--- src/rtl/usb_uart_buffer.sv ---
// TX/RX byte FIFOs between the CPU port and usb_uart_core; at most 1 byte per 3 cycles each way.
// Latency: TX head to uart_wr 1 cycle; uart_valid to rx_level 1 cycle. uart_busy stalls TX; a full RX withholds uart_rd.
// Optional USB_UART_FLUSH_ON_DISCONNECT_EN: discard TX data while host_presence is low.

module usb_uart_fifo #(
   parameter int AW = 4,
   parameter int W  = 8
) (
   input  logic          clk_48mhz,
   input  logic          reset,
   input  logic          push,
   input  logic [W-1:0]  push_dat,
   input  logic          pop,
   input  logic          flush,
   output logic [W-1:0]  head_dat,
   output logic [AW:0]   level,
   output logic          full,
   output logic          empty
);
   localparam logic [AW:0] PTR_ONE = 1;

   logic [AW:0]  wr_ptr;
   logic [AW:0]  rd_ptr;
   logic [W-1:0] mem_q [2**AW];
   logic         do_push;
   logic         do_pop;

   assign level    = wr_ptr - rd_ptr;
   assign full     = level[AW];
   assign empty    = (level == '0);
   assign do_pop   = pop && !empty;
   // A pop in the same cycle frees the slot, so a push at full still lands.
   assign do_push  = push && (!full || do_pop);
   assign head_dat = mem_q[rd_ptr[AW-1:0]];

   always_ff @(posedge clk_48mhz) begin
      if (reset) begin
         wr_ptr <= '0;
         rd_ptr <= '0;
      end else begin
         if (do_push)
            wr_ptr <= wr_ptr + PTR_ONE;
         if (flush)
            rd_ptr <= wr_ptr;
         else if (do_pop)
            rd_ptr <= rd_ptr + PTR_ONE;
      end
   end

   always_ff @(posedge clk_48mhz) begin
      if (do_push)
         mem_q[wr_ptr[AW-1:0]] <= push_dat;
   end
endmodule

module usb_uart_buffer #(
   parameter int TX_AW = 4,
   parameter int RX_AW = 4
) (
   input  logic             clk_48mhz,
   input  logic             reset,
   input  logic             host_presence,
   input  logic             cpu_tx_wr,
   input  logic [7:0]       cpu_tx_data,
   output logic             cpu_tx_full,
   input  logic             cpu_rx_rd,
   output logic [7:0]       cpu_rx_data,
   output logic             cpu_rx_empty,
   output logic [TX_AW:0]   tx_level,
   output logic [RX_AW:0]   rx_level,
   output logic             tx_overflow,
   output logic             uart_wr,
   output logic [7:0]       uart_tx_data,
   input  logic             uart_busy,
   output logic             uart_rd,
   input  logic [7:0]       uart_rx_data,
   input  logic             uart_valid
);
   typedef enum logic [1:0] {T_IDLE, T_SEND, T_GAP} tx_state_t;
   typedef enum logic [1:0] {R_IDLE, R_ACK, R_GAP} rx_state_t;

   tx_state_t  tx_state, tx_state_nxt;
   rx_state_t  rx_state, rx_state_nxt;

   logic       tx_push, tx_pop, tx_flush, tx_full, tx_empty;
   logic [7:0] tx_head;
   logic       uart_wr_nxt;
   logic [7:0] uart_tx_data_nxt;

   logic       rx_push, rx_full, rx_empty;
   logic       uart_rd_nxt;

`ifdef USB_UART_FLUSH_ON_DISCONNECT_EN
   // With no host, writes vanish silently so firmware never blocks on a dead link.
   assign tx_flush    = !host_presence;
   assign tx_push     = cpu_tx_wr && host_presence;
   assign cpu_tx_full = tx_full && host_presence;
`else
   assign tx_flush    = 1'b0;
   assign tx_push     = cpu_tx_wr;
   assign cpu_tx_full = tx_full;
`endif

   usb_uart_fifo #(.AW(TX_AW), .W(8)) u_tx_fifo (
      .clk_48mhz (clk_48mhz),
      .reset     (reset),
      .push      (tx_push),
      .push_dat  (cpu_tx_data),
      .pop       (tx_pop),
      .flush     (tx_flush),
      .head_dat  (tx_head),
      .level     (tx_level),
      .full      (tx_full),
      .empty     (tx_empty)
   );

   usb_uart_fifo #(.AW(RX_AW), .W(8)) u_rx_fifo (
      .clk_48mhz (clk_48mhz),
      .reset     (reset),
      .push      (rx_push),
      .push_dat  (uart_rx_data),
      .pop       (cpu_rx_rd),
      .flush     (1'b0),
      .head_dat  (cpu_rx_data),
      .level     (rx_level),
      .full      (rx_full),
      .empty     (rx_empty)
   );

   assign cpu_rx_empty = rx_empty;

   always_ff @(posedge clk_48mhz) begin
      if (reset)
         tx_overflow <= 1'b0;
      else if (tx_push && tx_full && !tx_pop)
         tx_overflow <= 1'b1;
   end

   always_ff @(posedge clk_48mhz) begin
      if (reset) begin
         tx_state     <= T_IDLE;
         uart_wr      <= 1'b0;
         uart_tx_data <= 8'h00;
      end else begin
         tx_state     <= tx_state_nxt;
         uart_wr      <= uart_wr_nxt;
         uart_tx_data <= uart_tx_data_nxt;
      end
   end

   always_comb begin
      tx_state_nxt     = tx_state;
      tx_pop           = 1'b0;
      uart_wr_nxt      = 1'b0;
      uart_tx_data_nxt = uart_tx_data;
      unique case (tx_state)
         T_IDLE: begin
            if (!tx_empty && !uart_busy && host_presence) begin
               tx_state_nxt     = T_SEND;
               tx_pop           = 1'b1;
               uart_wr_nxt      = 1'b1;
               uart_tx_data_nxt = tx_head;
            end
         end
         T_SEND:  tx_state_nxt = T_GAP;
         // Gives the core a cycle to raise uart_busy before we look again.
         T_GAP:   tx_state_nxt = T_IDLE;
         default: tx_state_nxt = T_IDLE;
      endcase
   end

   always_ff @(posedge clk_48mhz) begin
      if (reset) begin
         rx_state <= R_IDLE;
         uart_rd  <= 1'b0;
      end else begin
         rx_state <= rx_state_nxt;
         uart_rd  <= uart_rd_nxt;
      end
   end

   always_comb begin
      rx_state_nxt = rx_state;
      rx_push      = 1'b0;
      uart_rd_nxt  = 1'b0;
      unique case (rx_state)
         R_IDLE: begin
            if (uart_valid && !rx_full) begin
               rx_state_nxt = R_ACK;
               rx_push      = 1'b1;
               uart_rd_nxt  = 1'b1;
            end
         end
         R_ACK:   rx_state_nxt = R_GAP;
         // uart_valid is stale here while the core retires the acked byte.
         R_GAP:   rx_state_nxt = R_IDLE;
         default: rx_state_nxt = R_IDLE;
      endcase
   end
endmodule

--- config.mk ---
export PLATFORM = sky130hd
export DESIGN_NAME = usb_uart_buffer
export DESIGN_NICKNAME = d
export VERILOG_FILES = /design/src/rtl/usb_uart_buffer.sv
export SDC_FILE = /design/constraint.sdc
export NUM_CORES = 1
export LEC_CHECK = 0
export BUFFER_PORTS_ARGS = -buffer_cell sky130_fd_sc_hd__buf_2
export CAP_MARGIN = 15
export CORE_ASPECT_RATIO = 0.9
export CORE_UTILIZATION = 60
export CTS_CLUSTER_SIZE = 25
export DETAILED_ROUTE_END_ITERATION = 10
export PLACE_DENSITY = 0.74
export SYNTH_ARGS = -nofsm -noshare
export SYNTH_HDL_FRONTEND = slang
export SYNTH_SLANG_ARGS = --single-unit
--- constraint.sdc ---
create_clock -name clk_48mhz -period 3.4 [get_ports clk_48mhz]
set_clock_uncertainty 0.05 [all_clocks]
set_input_delay 0.34 -clock clk_48mhz [delete_from_list [all_inputs] [get_ports clk_48mhz]]
set_output_delay 0.34 -clock clk_48mhz [all_outputs]
set_load 0.01 [all_outputs]
==> flow_summary.json, run 1 <==
{
  "holdPathStages": 3,
  "grt_max_degree": 35,
  "multi_input_area_um2": 3360,
  "cts_setup_buffers": 0,
  "startpoint_type": "register",
  "cts.sinks": 295,
  "hp-class": "primary input to register",
  "synth_fa_ha_area_share_pct": 2.20,
  "dpl_cell_area_um2": 12600,
  "timing.rr.end": "u_tx_fifo.mem_q[9][5]$_DFFE_PP_",
  "syn_area_um2": 12100,
  "die_y_um": 136,
  "path_class": "register to output port",
  "holdPathEnd": "rx_state[0]$_SDFFE_PP0P_",
  "viasPerCell": 6.37,
  "route.vias.total": 6386,
  "cts_hold_buffers": 0,
  "cp-end-kind": "output port",
  "synth_top_family_by_area": "multiplexers",
  "most-common-layout-cells": "256 x edfxtp_1, 72 x mux4_2, 53 x buf_2, 36 x dfxtp_1, 34 x nor2_1",
  "holdWs_ns": 0.0503,
  "cts.path.max_buffers": 3,
  "drt-pass1-iter-count": 5,
  "wl_mm": 25.4,
  "grt.total_usage_pct": 25.9,
  "crit_top_cell": "inv_1",
  "clock_latency_ns": 0.55,
  "reg2reg_from": "u_tx_fifo.wr_ptr[0]$_SDFFE_PP0P_",
  "wl_per_cell_um": 25.3,
  "run_status": "finished, final reports clean",
  "async_flop_share_pct": 0,
  "grt_setup_unrepaired": "false",
  "rrSetupSlack_ns": 0.31,
  "synth_edf_count": 256,
  "syn_to_final_growth_pct": 12.7,
  "cp_top_family": "adder cells",
  "synth_nets": 708,
  "drc": 0,
  "die_width_um": 151,
  "cts-buffers-inserted": 30,
  "gp_congestion": 0.853,
  "p_leak_uw": 0.00465,
  "final_max_slew_viol_count": 0,
  "cpMaxStageDelayCell": "or4_4",
  "synth_cells": 665,
  "drt_iter0_drc": 681,
  "drive_above_1_share_pct": 27.1,
  "peakVddDrop_mv": 0.572,
  "coreArea_um2": 19500,
  "die-area_um2": 20700,
  "synth_area_leaders": "edfxtp_1 64%, mux4_2 13%, dfxtp_1 6.5%",
  "setup_ws_ns": 0.149,
  "min_period_ns": 3.25,
  "synth_compound_area_share_pct": 2.86,
  "io_pins": 54,
  "slowest_delay_ns": 0.44,
  "portBuffers": 53,
  "synthMuxAreaShare_pct": 15.5,
  "cts_tree": "built",
  "fillers": 1242,
  "dp_hpwl_mm": 16.8,
  "grt.overflow.total": 0,
  "final_antenna_net_count": 0,
  "yosysWarnings": 0,
  "finalSetupTns_ns": 0,
  "synth_top_area_share_pct": 63.7,
  "avgSynthCellArea_um2": 18.1,
  "stdcell_area_um2": 13600,
  "final-setup-viol-count": 0,
  "power.density_nw_per_um2": 727,
  "fmax_mhz": 308,
  "critPathMaxFanout": 5,
  "grt_pass1_wl_mm": 38.3,
  "synth-simple-area-share_pct": 6.71,
  "rows": 48,
  "preCtsSetupSlack_ns": 0.108,
  "antenna_found_initial": 0,
  "path_buf_inv": 3,
  "n_antenna_cell": 0,
  "synth_xor_area_share_pct": 0.581,
  "root_buffer": "clkbuf_16",
  "worstMarginPinSlew_ns": 0.901,
  "min_from": "uart_valid",
  "final_nets": 772,
  "relSlewSlack_pct": 39.8,
  "grt_pass1_vias": 6276,
  "clkTransAtPathRegs_ns": 0.06,
  "ys_seq_elements": 295,
  "crit_chain": "inv_1, ha_1, inv_1, fa_1, xor2_1, or4_4, mux2i_4, and2_1, buf_2",
  "seq_area_um2": 8470,
  "layout_commonest_cell": "edfxtp_1",
  "reg2reg_depth": 10,
  "hold_viol": 0,
  "ys.flop_type": "edfxtp_1",
  "cap_viol_max_count": 0,
  "htreeDepth": 1,
  "post-route-period-util_pct": 95.6,
  "synth_area_leader_cell": "edfxtp_1",
  "start_util_pct": 62.0,
  "crit_arrival_ns": 2.86,
  "required_ns": 3.01,
  "ys_types": 53,
  "ys_seq_area_share_pct": 70.2
}
==> Yosys cell counts, drive strengths merged, types with 2 or more instances <==
| cell type | count |
|---|---|
| a21boi | 3 |
| nand2b | 6 |
| o22ai | 14 |
| ha | 18 |
| and3 | 28 |
| a21oi | 14 |
| nor2b | 22 |
| clkbuf | 10 |
| o21ai | 4 |
| nor3 | 5 |
| fa | 2 |
| mux4 | 72 |
| xor2 | 5 |
| nand4 | 4 |
| mux2 | 13 |
| inv | 18 |
| a211oi | 2 |
| buf | 24 |
| xnor2 | 3 |
| and2 | 3 |
| nor2 | 35 |
| nand2 | 14 |
| nand3 | 19 |
| or2 | 2 |
| edfxtp | 256 |
| nor3b | 2 |
| dfxtp | 39 |
| o211ai | 7 |
| mux2i | 8 |
| or4 | 2 |
==> registers in the layout, summed over array words and instances (netlist names), named ones only <==
name	count
u_rx_fifo.mem_q	128
u_tx_fifo.mem_q	128
uart_tx_data	8
u_rx_fifo.rd_ptr	5
u_rx_fifo.wr_ptr	5
u_tx_fifo.rd_ptr	5
u_tx_fifo.wr_ptr	5
rx_state	2
tx_state	2
tx_overflow	1
uart_rd	1
uart_wr	1
==> layout make-up <==
class | count | area share, %
clock inverters | 19 | 1.28
flip-flops and latches | 295 | 62.3
multi-input cells | 317 | 24.7
clock buffers | 37 | 6.02
repair buffers | 66 | 2.85
well taps | 250 | 2.30
inverters | 19 | 0.525
==> layer usage <==
layer | GRT usage, % | vias to the layer above | wire [µm]
met3 | 5.23 | 38 | 2530
met1 | 42.3 | 3236 | 11200
met2 | 35.8 | 339 | 11100
met5 | 0 | - | 0
li1 | - | 2773 | -
met4 | 6.50 | 0 | 527
==> logic make-up (layout without fill, tap and decap cells) <==
group,Yosys count,after routing
DFF,295,295
and+or+nand+nor,147,147
muxes,93,93
buffers and inverters,53,141
AOI/OAI and AO/OA,49,49
adders and majority gates,20,20
xor gates and xnor gates,8,8
==> timing repair <==
action / CTS / global route
endpoints found under the hold margin: 0 / 0
endpoints found under the setup margin: 0 / 97
resized for setup: 0 / 2
==> tightest hold or removal path, stage by stage <==
cell and delay (ns):
buf_2 0.09, nand2_1 0.11, nor3_1 0.05
==> metrics by stage <==
step / util (%) / instances / power, µW
global route: 69.9 / 1003 / 10200
CTS: 69.8 / 1003 / 9920
floorplan: - / 665 / 5940
global placement: 64.7 / 947 / 6620
detailed placement: 64.7 / 947 / 6670
finish: 69.9 / 1003 / 9880
==> where the power goes <==
group          switching [µW]  total (µW)  leakage, µW  internal [µW]
Sequential                141        4270      0.00263           4130
Combinational            1270        2340      0.00154           1070
Clock                    1340        3270     0.000481           1930
==> how the worst max path moves through the flow <==
stage                                     start                         endpoint  slack (ns)  depth (start not counted)
6_report       u_rx_fifo.wr_ptr[0]$_SDFFE_PP0P_                     cpu_rx_empty        0.15                          9
5_1_grt        u_rx_fifo.wr_ptr[0]$_SDFFE_PP0P_                     cpu_rx_empty        0.01                          9
4_1_cts        u_tx_fifo.wr_ptr[0]$_SDFFE_PP0P_  u_tx_fifo.mem_q[9][6]$_DFFE_PP_        0.07                         10
3_5_place_dp   u_tx_fifo.wr_ptr[0]$_SDFFE_PP0P_  u_tx_fifo.mem_q[9][3]$_DFFE_PP_        0.11                         10
3_3_place_gp   u_tx_fifo.wr_ptr[0]$_SDFFE_PP0P_  u_tx_fifo.mem_q[9][0]$_DFFE_PP_        0.19                         10
2_1_floorplan  u_tx_fifo.rd_ptr[1]$_SDFFE_PP0P_  u_tx_fifo.mem_q[3][0]$_DFFE_PP_        0.44                          9
Power figures use the tool's default switching activity.
==> run 2: changes to the inputs <==
--- a/config.mk
+++ b/config.mk
@@ -8,10 +8,10 @@
 export BUFFER_PORTS_ARGS = -buffer_cell sky130_fd_sc_hd__buf_2
 export CAP_MARGIN = 15
 export CORE_ASPECT_RATIO = 0.9
-export CORE_UTILIZATION = 60
+export CORE_UTILIZATION = 45
 export CTS_CLUSTER_SIZE = 25
 export DETAILED_ROUTE_END_ITERATION = 10
-export PLACE_DENSITY = 0.74
+export PLACE_DENSITY = 0.57
 export SYNTH_ARGS = -nofsm -noshare
 export SYNTH_HDL_FRONTEND = slang
 export SYNTH_SLANG_ARGS = --single-unit
==> run 2 against run 1 <==
Compared with the run above: largest power group unchanged; core utilization fell by 18 points; sequential share of layout area fell by 0.33 points; design area rose by 0.53%; count of clock-buffer cells in the layout did not move; worst hold slack improved by 0.011 ns; clock power barely moved; largest cell class unchanged; setup slack improved by 0.017 ns.
==> flow_summary.json, run 2 (synthesis gave the netlist of run 1 again) <==
{
  "busiest_layer": "met1",
  "wl_mm": 26.1,
  "clock_latency_ns": 0.55,
  "portBuffers": 53,
  "comb_power_share_pct": 23.6,
  "hold_viol": 0,
  "slowest_delay_ns": 0.43,
  "rows": 56,
  "post-route-period-util_pct": 95.1,
  "die_y_um": 157,
  "cts_tree": "built",
  "stdcell_area_um2": 13700,
  "peakVddDrop_mv": 0.343,
  "route.vias.total": 6320,
  "die-area_um2": 27500,
  "cts_setup_buffers": 0,
  "reg2reg_depth": 10,
  "cts-buffers-inserted": 30,
  "die_width_um": 175,
  "gp_congestion": 0.829,
  "netSwitchingFraction_pct": 28.0,
  "cp-end-kind": "output port",
  "clkTransAtPathRegs_ns": 0.06,
  "finalSetupTns_ns": 0,
  "power.density_nw_per_um2": 717,
  "syn_to_final_growth_pct": 13.3,
  "cts_hold_buffers": 0,
  "holdPathStages": 3,
  "coreArea_um2": 26200,
  "relSlewSlack_pct": 34.2,
  "p_seq_share_pct": 43.4,
  "grt_util_met2_pct": 28.2,
  "p_leak_uw": 0.00463,
  "crit_top_cell": "inv_1",
  "p_clk_share_pct": 33.0,
  "crit_arrival_ns": 2.84,
  "final_max_slew_viol_count": 0,
  "drt-pass1-iter-count": 4,
  "min_period_ns": 3.23,
  "cts.path.max_buffers": 3,
  "drc": 0,
  "final_antenna_net_count": 0,
  "final-setup-viol-count": 0,
  "root_buffer": "clkbuf_16",
  "grtUsageMet3_pct": 4.30,
  "drive_above_1_share_pct": 26.5,
  "run_status": "finished, final reports clean",
  "cap_viol_max_count": 0,
  "wl_per_cell_um": 23.7,
  "layout_commonest_cell": "edfxtp_1",
  "io_pins": 54,
  "grt_max_degree": 51,
  "drt_iter0_drc": 538,
  "power.internal_uw": 7060,
  "hp-class": "primary input to register",
  "cpMaxStageDelayCell": "or4_4",
  "most-common-layout-cells": "256 x edfxtp_1, 72 x mux4_2, 53 x buf_2, 36 x dfxtp_1, 34 x nor2_1",
  "cts.sinks": 295,
  "dp_hpwl_mm": 17.5,
  "fillers": 2105,
  "grt.overflow.total": 0,
  "dpl_cell_area_um2": 12700,
  "crit_chain": "inv_1, ha_1, inv_1, fa_1, xor2_1, or4_4, mux2i_4, and2_1, buf_2",
  "viasPerCell": 5.74,
  "startpoint_type": "register",
  "p_sw_uw": 2740,
  "critPathMaxFanout": 5,
  "holdWs_ns": 0.0609,
  "path_class": "register to output port",
  "grt_setup_unrepaired": "false",
  "use_met1_pct": 29.9,
  "fin_util_pct": 52.2,
  "grt.total_usage_pct": 19.4,
  "rrSetupSlack_ns": 0.30,
  "required_ns": 3.01,
  "grt_pass1_vias": 6258,
  "fmax_mhz": 309,
  "start_util_pct": 46.0,
  "grt_pass1_wl_mm": 39.2,
  "worstMarginPinSlew_ns": 0.985,
  "htreeDepth": 1,
  "antenna_found_initial": 0,
  "final_nets": 771
}
[run 2: final timing paths]
path                                    startpoint                         endpoint
hold / removal                           cpu_tx_wr         tx_overflow$_SDFFE_PP0P_
setup reg to reg  u_tx_fifo.wr_ptr[0]$_SDFFE_PP0P_  u_tx_fifo.mem_q[1][7]$_DFFE_PP_
hold reg to reg           rx_state[1]$_SDFFE_PP0P_         rx_state[1]$_SDFFE_PP0P_
setup / recovery  u_rx_fifo.wr_ptr[0]$_SDFFE_PP0P_                     cpu_rx_empty
[run 2: through the flow]
stage / setup WS (ns) / cells / power, µW
after floorplan: 0.436 / 665 / 5940
after CTS: 0.0849 / 1100 / 9890
after detailed placement: 0.0984 / 1044 / 6660
final: 0.166 / 1101 / 9800
after global placement: 0.208 / 1044 / 6630
after global routing: 0.0331 / 1100 / 10200
[run 2: layout make-up]
class	count	area, µm²	share of cell area [%]
Clock inverter	19	174	1.27
Tap cell	348	435	3.19
Inverter	19	71.3	0.522
Timing Repair Buffer	65	355	2.60
Multi-Input combinational cell	317	3360	24.6
Antenna cell	1	2.50	0.0183
Clock buffer	37	798	5.84
Sequential cell	295	8470	62.0
[run 2: power by group through the flow]
stage / clock network [µW] / logic, µW / registers [µW]
floorplan: 0 / 1660 / 4290
global route: 3440 / 2490 / 4280
finish: 3240 / 2310 / 4250
global placement: 0 / 2310 / 4320
CTS: 3300 / 2340 / 4260
detailed placement: 0 / 2330 / 4330
[run 2: worst max-delay path, delay by kind of cell (launching register included)]
kind	cells	cell delay, ns
xor gates and xnor gates	1	0.18
adders and majority gates	2	0.63
buffers and inverters	3	0.30
DFF	1	0.35
muxes	1	0.24
and+or+nand+nor	2	0.59
[run 2: layer usage]
metal,vias to the layer above,share of wire (%)
met2,245,43
met4,0,1.2
met1,3276,47
met3,25,8.0
met5,-,0
li1,2774,-
[run 2: what timing repair did]
action / 4_1_cts / 5_1_grt
gates resized for setup: 0 / 2
setup endpoints to repair: 0 / 97
endpoints found under the hold margin: 0 / 0
